$ cat src/rtl/xor_link_pkg.sv
// Shared definitions for the XOR nibble link: keystream LFSR geometry,
// default seed, nibble width and the receive-side state encoding.
package xor_link_pkg;

  localparam int LFSR_W   = 8;
  localparam int NIBBLE_W = 4;

  // Feedback taps of the Fibonacci keystream generator.
  localparam int TAP_A = 7;
  localparam int TAP_B = 5;
  localparam int TAP_C = 4;
  localparam int TAP_D = 3;

  localparam logic [LFSR_W-1:0] DEFAULT_SEED = 8'hA5;

  typedef enum logic [1:0] {
    ST_IDLE  = 2'd0,
    ST_DATA  = 2'd1,
    ST_CHECK = 2'd2
  } link_state_e;

  // One keystream step; the scrambler uses the same function so both link
  // ends stay in lock-step.
  function automatic logic [LFSR_W-1:0] lfsr_next(input logic [LFSR_W-1:0] cur);
    return {cur[LFSR_W-2:0], cur[TAP_A] ^ cur[TAP_B] ^ cur[TAP_C] ^ cur[TAP_D]};
  endfunction

endpackage

$ cat src/rtl/xor_lfsr8.sv
// Keystream register shared by both link ends. A load restarts the sequence
// from 'seed'; load together with advance yields next(seed) in one cycle,
// which is what a start-of-frame beat needs.
module xor_lfsr8
  import xor_link_pkg::*;
#(
  parameter logic [LFSR_W-1:0] RESET_VAL = DEFAULT_SEED
) (
  input  logic              clk,
  input  logic              rst_n,
  input  logic              load,
  input  logic              advance,
  input  logic [LFSR_W-1:0] seed,
  output logic [LFSR_W-1:0] value
);

  logic [LFSR_W-1:0] value_q;
  logic [LFSR_W-1:0] value_d;
  logic [LFSR_W-1:0] base;

  // Select restart point, then optionally step once.
  always_comb begin
    base    = load ? seed : value_q;
    value_d = advance ? lfsr_next(base) : base;
  end

  // Keystream state register.
  always_ff @(posedge clk or negedge rst_n) begin
    if (!rst_n) begin
      value_q <= RESET_VAL;
    end else begin
      value_q <= value_d;
    end
  end

  assign value = value_q;

endmodule

$ cat src/rtl/xor_descrambler.sv
// Receive-side XOR nibble descrambler with per-frame parity check.
//
//   state    | meaning
//   ---------+-----------------------------------------------------------
//   ST_IDLE  | waiting for a start-of-frame beat; non-SOF beats dropped
//   ST_DATA  | descrambling data nibbles into the output register
//   ST_CHECK | waiting for the trailing check nibble (no output produced)
//
// An SOF beat in any state starts a fresh frame; if a frame was in flight
// it is abandoned silently apart from a sync_err pulse.
module xor_descrambler
  import xor_link_pkg::*;
#(
  parameter int                FRAME_NIBBLES = 8,
  parameter logic [LFSR_W-1:0] SEED          = DEFAULT_SEED
) (
  input  logic                clk,
  input  logic                rst_n,
  input  logic                in_valid,
  output logic                in_ready,
  input  logic [NIBBLE_W-1:0] in_data,
  input  logic                in_sof,
  output logic                out_valid,
  input  logic                out_ready,
  output logic [NIBBLE_W-1:0] out_data,
  output logic                out_last,
  output logic                frame_done,
  output logic                frame_ok,
  output logic                sync_err
);

  localparam int CNT_W = (FRAME_NIBBLES > 2) ? $clog2(FRAME_NIBBLES) : 1;
  localparam logic [CNT_W-1:0] LAST_DATA_CNT = CNT_W'(FRAME_NIBBLES - 2);
  localparam bit SHORT_FRAME = (FRAME_NIBBLES == 2);

  if (FRAME_NIBBLES < 2) begin : g_bad_len
    $error("xor_descrambler: FRAME_NIBBLES must be at least 2");
  end
  if (SEED == '0) begin : g_bad_seed
    $error("xor_descrambler: SEED must be nonzero");
  end

  link_state_e         state_q, state_d;
  logic [CNT_W-1:0]    count_q, count_d;
  logic [NIBBLE_W-1:0] parity_q, parity_d;
  logic                out_valid_q, out_valid_d;
  logic [NIBBLE_W-1:0] out_data_q, out_data_d;
  logic                out_last_q, out_last_d;
  logic                frame_done_q, frame_done_d;
  logic                frame_ok_q, frame_ok_d;
  logic                sync_err_q, sync_err_d;

  logic                lfsr_load;
  logic                lfsr_adv;
  logic [LFSR_W-1:0]   lfsr_value;
  logic                unused_lfsr_hi;

  logic                accept;
  logic [NIBBLE_W-1:0] key;
  logic [NIBBLE_W-1:0] plain;

  xor_lfsr8 #(
    .RESET_VAL (SEED)
  ) u_lfsr (
    .clk     (clk),
    .rst_n   (rst_n),
    .load    (lfsr_load),
    .advance (lfsr_adv),
    .seed    (SEED),
    .value   (lfsr_value)
  );

  // Only the low nibble of the keystream is used as key material.
  assign unused_lfsr_hi = ^lfsr_value[LFSR_W-1:NIBBLE_W];

  // Backpressure: only data beats need room in the output register.
  always_comb begin
    in_ready = 1'b1;
    case (state_q)
      ST_DATA: in_ready = ~out_valid_q | out_ready;
      default: in_ready = 1'b1;
    endcase
  end

  assign accept = in_valid & in_ready;

  // An SOF beat always uses the seed key, whatever the register holds.
  always_comb begin
    key   = in_sof ? SEED[NIBBLE_W-1:0] : lfsr_value[NIBBLE_W-1:0];
    plain = in_data ^ key;
  end

  // Next-state, keystream control and output register update.
  always_comb begin
    state_d      = state_q;
    count_d      = count_q;
    parity_d     = parity_q;
    out_valid_d  = out_valid_q;
    out_data_d   = out_data_q;
    out_last_d   = out_last_q;
    frame_done_d = 1'b0;
    frame_ok_d   = frame_ok_q;
    sync_err_d   = 1'b0;
    lfsr_load    = 1'b0;
    lfsr_adv     = 1'b0;

    if (out_valid_q && out_ready) begin
      out_valid_d = 1'b0;
    end

    if (accept) begin
      if (in_sof) begin
        if (state_q != ST_IDLE) begin
          sync_err_d = 1'b1;
        end
        lfsr_load   = 1'b1;
        lfsr_adv    = 1'b1;
        out_valid_d = 1'b1;
        out_data_d  = plain;
        parity_d    = plain;
        count_d     = CNT_W'(1);
        if (SHORT_FRAME) begin
          out_last_d = 1'b1;
          state_d    = ST_CHECK;
        end else begin
          out_last_d = 1'b0;
          state_d    = ST_DATA;
        end
      end else begin
        case (state_q)
          ST_IDLE: begin
            sync_err_d = 1'b1;
          end
          ST_DATA: begin
            lfsr_adv    = 1'b1;
            out_valid_d = 1'b1;
            out_data_d  = plain;
            parity_d    = parity_q ^ plain;
            count_d     = count_q + CNT_W'(1);
            if (count_q == LAST_DATA_CNT) begin
              out_last_d = 1'b1;
              state_d    = ST_CHECK;
            end else begin
              out_last_d = 1'b0;
            end
          end
          ST_CHECK: begin
            lfsr_adv     = 1'b1;
            frame_done_d = 1'b1;
            frame_ok_d   = (parity_q == plain);
            count_d      = '0;
            parity_d     = '0;
            state_d      = ST_IDLE;
          end
          default: begin
            state_d = ST_IDLE;
          end
        endcase
      end
    end
  end

  // State and output registers.
  always_ff @(posedge clk or negedge rst_n) begin
    if (!rst_n) begin
      state_q      <= ST_IDLE;
      count_q      <= '0;
      parity_q     <= '0;
      out_valid_q  <= 1'b0;
      out_data_q   <= '0;
      out_last_q   <= 1'b0;
      frame_done_q <= 1'b0;
      frame_ok_q   <= 1'b0;
      sync_err_q   <= 1'b0;
    end else begin
      state_q      <= state_d;
      count_q      <= count_d;
      parity_q     <= parity_d;
      out_valid_q  <= out_valid_d;
      out_data_q   <= out_data_d;
      out_last_q   <= out_last_d;
      frame_done_q <= frame_done_d;
      frame_ok_q   <= frame_ok_d;
      sync_err_q   <= sync_err_d;
    end
  end

  assign out_valid  = out_valid_q;
  assign out_data   = out_data_q;
  assign out_last   = out_last_q;
  assign frame_done = frame_done_q;
  assign frame_ok   = frame_ok_q;
  assign sync_err   = sync_err_q;

endmodule

$ cat config.mk
export PLATFORM = sky130hd
export DESIGN_NAME = xor_descrambler
export DESIGN_NICKNAME = d
export VERILOG_FILES = /design/src/rtl/xor_link_pkg.sv /design/src/rtl/xor_lfsr8.sv /design/src/rtl/xor_descrambler.sv
export SDC_FILE = /design/constraint.sdc
export NUM_CORES = 1
export LEC_CHECK = 0
export CAP_MARGIN = 20
export CORE_MARGIN = 3
export CORE_UTILIZATION = 55
export DETAILED_ROUTE_END_ITERATION = 8
export PLACE_DENSITY = 0.78
export SLEW_MARGIN = 40
export SYNTH_ARGS = -nofsm -noshare
export SYNTH_HDL_FRONTEND = slang
export SYNTH_HIERARCHICAL = 1
export SYNTH_SLANG_ARGS = --single-unit
$ cat constraint.sdc
create_clock -name clk -period 3.91 [get_ports clk]
set_clock_uncertainty 0.1 [all_clocks]
set_input_delay 0.391 -clock clk [delete_from_list [all_inputs] [get_ports clk]]
set_output_delay 0.391 -clock clk [all_outputs]
set_load 0.005 [all_outputs]
After elaboration in Yosys (flattened, before gate mapping)
Index checks and enable logic that the tools add are counted.
{"block": "word_totals", "register_bits": 26, "elab_cells": 68, "input_bits": 9}
{"block": "op_classes", "n_eq_ne": 6, "reduce_logical": 10, "n_addsub": 1, "bitwise": 9, "muxes": 32}
{"op": "$mux W1", "count": 20}
{"op": "$mux W4", "count": 4}
{"op": "$mux W8", "count": 2}
{"op": "$pmux W4 S2", "count": 1}
{"op": "$xor A4 B4 Y4", "count": 2}
{"op": "$pmux W3 S2", "count": 1}
{"op": "$reduce_and A3 Y1", "count": 2}
{"op": "$eq A4 B4 Y1", "count": 1}
{"op": "$mux W2", "count": 2}
{"op": "$pmux W2 S2", "count": 1}
{"op": "$reduce_and A2 Y1", "count": 2}
{"op": "$reduce_bool A2 Y1", "count": 2}
{"op": "$add A3 B1 Y3 const B", "count": 1}
{"op": "$eq A3 B3 Y1 const B", "count": 1}
{"op": "$mux W3", "count": 1}
{"op": "$ne A3 B3 Y1 const B", "count": 1}
{"op": "$reduce_bool A3 Y1", "count": 1}
{"op": "$xor A1 B1 Y1", "count": 3}
{"op": "$eq A2 B1 Y1 const B", "count": 1}
{"op": "$eq A2 B2 Y1 const B", "count": 1}
{"op": "$logic_not A2 Y1", "count": 1}
{"op": "$ne A2 B2 Y1 const B", "count": 1}
{"op": "$not A1 Y1", "count": 2}
{"op": "$reduce_or A2 Y1", "count": 1}
{"op": "3 further kinds", "count": 3}

Logic depth before layout (Yosys ltp)
{"block": "logic_depth", "word_depth": 10, "depth_mapped": 8, "mapped_depth_nobuf": 7}

By module
Netlist, hierarchy kept.
{"module": "xor_descrambler", "area_per_inst_um2": 1237.4, "instances": 1, "cells_each": 150}
{"module": "xor_lfsr8", "area_per_inst_um2": 457.9, "instances": 1, "cells_each": 24}

Worst setup path after synthesis
Ideal clock, no wire load.
{"block": "synth_timing", "path_type": "reg2reg", "from": "register state_q[1]", "to": "register u_lfsr.value_q[6] (netlist: u_lfsr/value[6])", "setup_time_ps": 140, "stages_incl_launch_ff": 9, "synth_period_minus_slack_ps": 2098, "path_buffers": 1, "required_ps": 3670, "setup_slack_ps": 1812, "arrival_ps": 1857, "cell_sequence": "dfrtp_1 > inv_1 > ha_1 > and3b_4 > clkinv_2 > nand2_4 > nor2_1 > buf_2 > mux4_1"}
{"block": "synth_via", "elab_chain_cells": 6, "word_cells_on_any_way": 11}
{"element": "from (decl)", "line_no": "xor_descrambler.sv:43", "rtl": "link_state_e state_q, state_d;"}
{"element": "from (signal assigned)", "line_no": "xor_descrambler.sv:176", "rtl": "state_q <= state_d;"}
{"element": "$eq A2 B1 Y1", "line_no": "xor_descrambler.sv:79", "rtl": "case (state_q)"}
{"element": "$mux W1", "line_no": "xor_descrambler.sv:79"}
{"element": "net in_ready", "line_no": "xor_descrambler.sv:20", "rtl": "output logic in_ready,"}
{"element": "$and A1 B1 Y1", "line_no": "xor_descrambler.sv:85", "rtl": "assign accept = in_valid & in_ready;"}
{"element": "$mux W1", "line_no": "xor_descrambler.sv:111", "rtl": "if (accept) begin"}
{"element": "net lfsr_load", "line_no": "xor_descrambler.sv:53", "rtl": "logic lfsr_load;"}
{"element": "$mux W8", "line_no": "xor_lfsr8.sv:23", "rtl": "base = load ? seed : value_q;"}
{"element": "$mux W8", "line_no": "xor_lfsr8.sv:24", "rtl": "value_d = advance ? lfsr_next(base) : base;"}
{"element": "net u_lfsr.value_d[6]", "line_no": "xor_lfsr8.sv:18", "rtl": "logic [LFSR_W-1:0] value_d;"}
{"element": "to (signal assigned)", "line_no": "xor_lfsr8.sv:32", "rtl": "value_q <= value_d;"}
{"element": "to (decl)", "line_no": "xor_lfsr8.sv:17", "rtl": "logic [LFSR_W-1:0] value_q;"}
The timed path passes the listed nets, and every way through them passes these cells.
A chain may end at the register's enable or synchronous reset.

Worst setup path after layout
{"block": "layout_timing", "from": "register state_q[1]", "to": "output in_ready"}
{"block": "layout_via", "elab_chain_cells": 2}
{"element": "$eq A2 B1 Y1", "line_no": "xor_descrambler.sv:79"}
{"element": "$mux W1", "line_no": "xor_descrambler.sv:79"}
{"element": "to (decl)", "line_no": "xor_descrambler.sv:20"}
No other way between the ends.

==> results.md <==
* Critical-path maximum fanout at 16
* Hold Path Sink: parity_q[2]
* Critical-path cell list: inv_1, ha_1, and3b_4, clkinv_2, clkdlybuf4s50_1
* Placed Area at 1960 um2
* CTS Buf Count at 3
* Clock buffer depth at 2
* Comb power frac at 49.7%
* Post-route minimum period at 2730 ps
* Cell area after synthesis at around 1700 um2
* Top-area cell type share of the netlist area at 32.5%
* Run status: completed
* CORE AREA at 2850 um2
* Pint at between 0.7 and 0.8 mW
* Antenna diodes at 0
* Element type at the critical path end: output port
* Die Span X at 61.5 um
* Total I/O pin count at 19
* Synth Warn # at 6
* DRC viols at 0
* All-layer global routing usage at 23.7%
* CP max stage delay at 510 ps
* Layout cell share with drive strength beyond 1 at 12.1%
* CTS Hold Buffers Added at 1
* Post-CTS sizing at 0
* Cell Pwr Density at 646 nW/um2
* Final setup fails at 0
* Clock sink count at 26
* Yosys reg bits at 26
* Worst slew pin tran at 652 ps
* Final hold violation count at 0
* Die Footprint at about 3800 um2
* RSZ-0062 raised after global routing: no
* Global-route wire length before repair at roughly 6600 um
* NumNets Final at 223
* DR WL/cell at 16.5 um
* IR drop worst, VDD at 0.334 mV
* Vias in the first global route at between 1000 and 1500
* Worst EP arrival at 2240 ps
* Placement row count at 19
* Period utilisation layout at 69.9%
* First DRT Iteration DRCs at 180
* Clock Pin Slew Worst Setup and Hold Paths at 130 ps
* Worst Hold Depth at 1
* Share of flip-flops with an asynchronous set or reset at 100%
* H-tree Lvls at 1
* Global route overflow at 0
* EDFF count, synth at 0
* Critical hold path startpoint: parity_q[2]
* Clock Power Share at a little under a tenth
* Worst-Skew Late Latency at around 320 ps
* Peak Freq at approximately 370 MHz
* Max-cap violation count at 0
* Final instance area at 2000 um2
* Sequential cell area fraction in the yosys report at 38.7%
* Synthesized instance count at 174
* Root Driver: clkbuf_4
* Worst hold-check path type: flip-flop to flip-flop
* Setup_tns at 0 ps
* RR Endpoint: u_lfsr/value[6]
* Routed WL at 3930 um
* R2R depth at 7
* TritonCTS clock tree: yes
* Detailed placement HPWL at just under 3000 um
* IO buf count at 18
* Via count at 1434
* Switching Share at 39.1%
* GP Congestion at 0.864
* Post-CTS setup buffers at 0
* Synth Area per Inst at 9.74 um2
* Worst setup path class: flip-flop to output port
* Synth area leader: dfrtp_1
* Yosys cell types at 41
* Seq pwr share at 41.1%
* Critical register-to-register path startpoint: state_q[1]
* DRT antenna net count at 0
* Initial core utilization at between 50% and 60%
* Die Span Y at 61.5 um
* P_sw at 0.504 mW
* Initial antenna violation count at 0
* Reg2reg setup slack at 1260 ps
* Top post-synthesis cells by area: dfrtp_1 32%, mux4_2 6.6%, dfstp_2 6.2%, xnor2_1 5.2%, mux4_1 4.6%
* Pre-antenna DRT Iters at 4
* Critical path's slowest cell: ha_1
* Vias per Instance at 6.03
* CP required at 3420 ps
* Max-slew headroom at 56.4%
* Predominant post-synthesis flop cell: dfrtp_1
* Static Leak at 0.836 nW
* Largest net degree at the start of global routing at 27
* Slew Limit Fails at 0
* Startpoint types: flip-flop
* Synthesis-to-layout area growth at 17.8%
## power groups by stage
stage          logic (mW)  clock network (mW)  registers [mW]
5_1_grt             0.703               0.132           0.550
3_5_place_dp        0.637                   0           0.534
4_1_cts             0.639               0.123           0.529
6_report            0.641               0.119           0.530
3_3_place_gp        0.604                   0           0.522
2_1_floorplan       0.458                   0           0.496
## layout make-up
cell class / instances / area [um2]
clock buffer: 4 / 26.3
timing repair buffer: 21 / 200
sequential: 26 / 656
multi-input combinational: 144 / 1030
fill: 219 / 856
inverter: 12 / 46.3
tap: 31 / 38.8
## state kept, by name (all words and copies together) (netlist names)
register and cells:
u_lfsr/value 8, frame_ok 1, parity_q 4, frame_done 1, state_q 2, sync_err 1, out_valid 1, out_data 4
count_q 3, out_last 1
## worst max-delay path by stage
stage                       to  depth (start not counted)        from
2_1_floorplan  u_lfsr/value[6]                          8  state_q[1]
3_3_place_gp   u_lfsr/value[6]                          6   out_ready
3_5_place_dp   u_lfsr/value[6]                          7  state_q[1]
4_1_cts        u_lfsr/value[6]                          7  state_q[1]
5_1_grt               in_ready                          5  state_q[1]
6_report              in_ready                          5  state_q[1]
## cells in the final DEF, fill, tap and decap left out, drive strengths merged, types with 2 or more instances in the layout
cell	count
dfstp	4
o21ai	9
nor3	7
o221a	2
conb	19
nor2	16
clkbuf	4
and2	2
buf	3
o311ai	5
xnor2	10
a21oi	12
a41oi	3
a211o	2
inv	11
nand3	7
clkdlybuf4s50	17
mux4	8
nand2	13
ha	6
nand2b	3
a211oi	2
dfrtp	22
xor2	3
or3	3
## routing by layer
metal / track usage (%) / wire, um
met2: 37.1 / 1920
met4: 10.0 / 93
met1: 33.0 / 1660
met3: 3.35 / 257
met5: 0 / 0
## cells in the mapped netlist, types with 5 or more instances
cell type,count
clkbuf_1,5
mux4_2,5
nor3_1,7
xnor2_1,10
o21ai_0,9
nand3_1,7
o311ai_1,5
a21oi_1,12
nand2_1,12
ha_1,6
inv_1,11
nor2_1,15
dfrtp_1,22
## critical path, delay by kind of cell, from the launching register on
family	cells	cell delay, ps
DFF	1	420
and+or+nand+nor	1	310
buffers and inverters	3	680
adders and majority gates	1	510
## stage by stage
stage	power [mW]	util [%]	hold slack [ps]	setup slack, ps	cells
2_1_floorplan	0.954	-	-4.59	1810	191
3_3_place_gp	1.13	68.6	393	1150	233
3_5_place_dp	1.17	68.6	316	1030	233
4_1_cts	1.29	69.9	439	1020	238
5_1_grt	1.39	70.0	467	1030	238
6_report	1.29	70.0	437	1180	238
## cell families after synthesis
group,synth area share (%)
adders and majority gates,4.43
AOI/OAI and AO/OA,16.3
and+or+nand+nor,16.5
DFF,38.7
buffers and inverters,4.94
other,0.443
xor gates and xnor gates,6.72
muxes,12.0
Power figures use the tool's default switching activity.
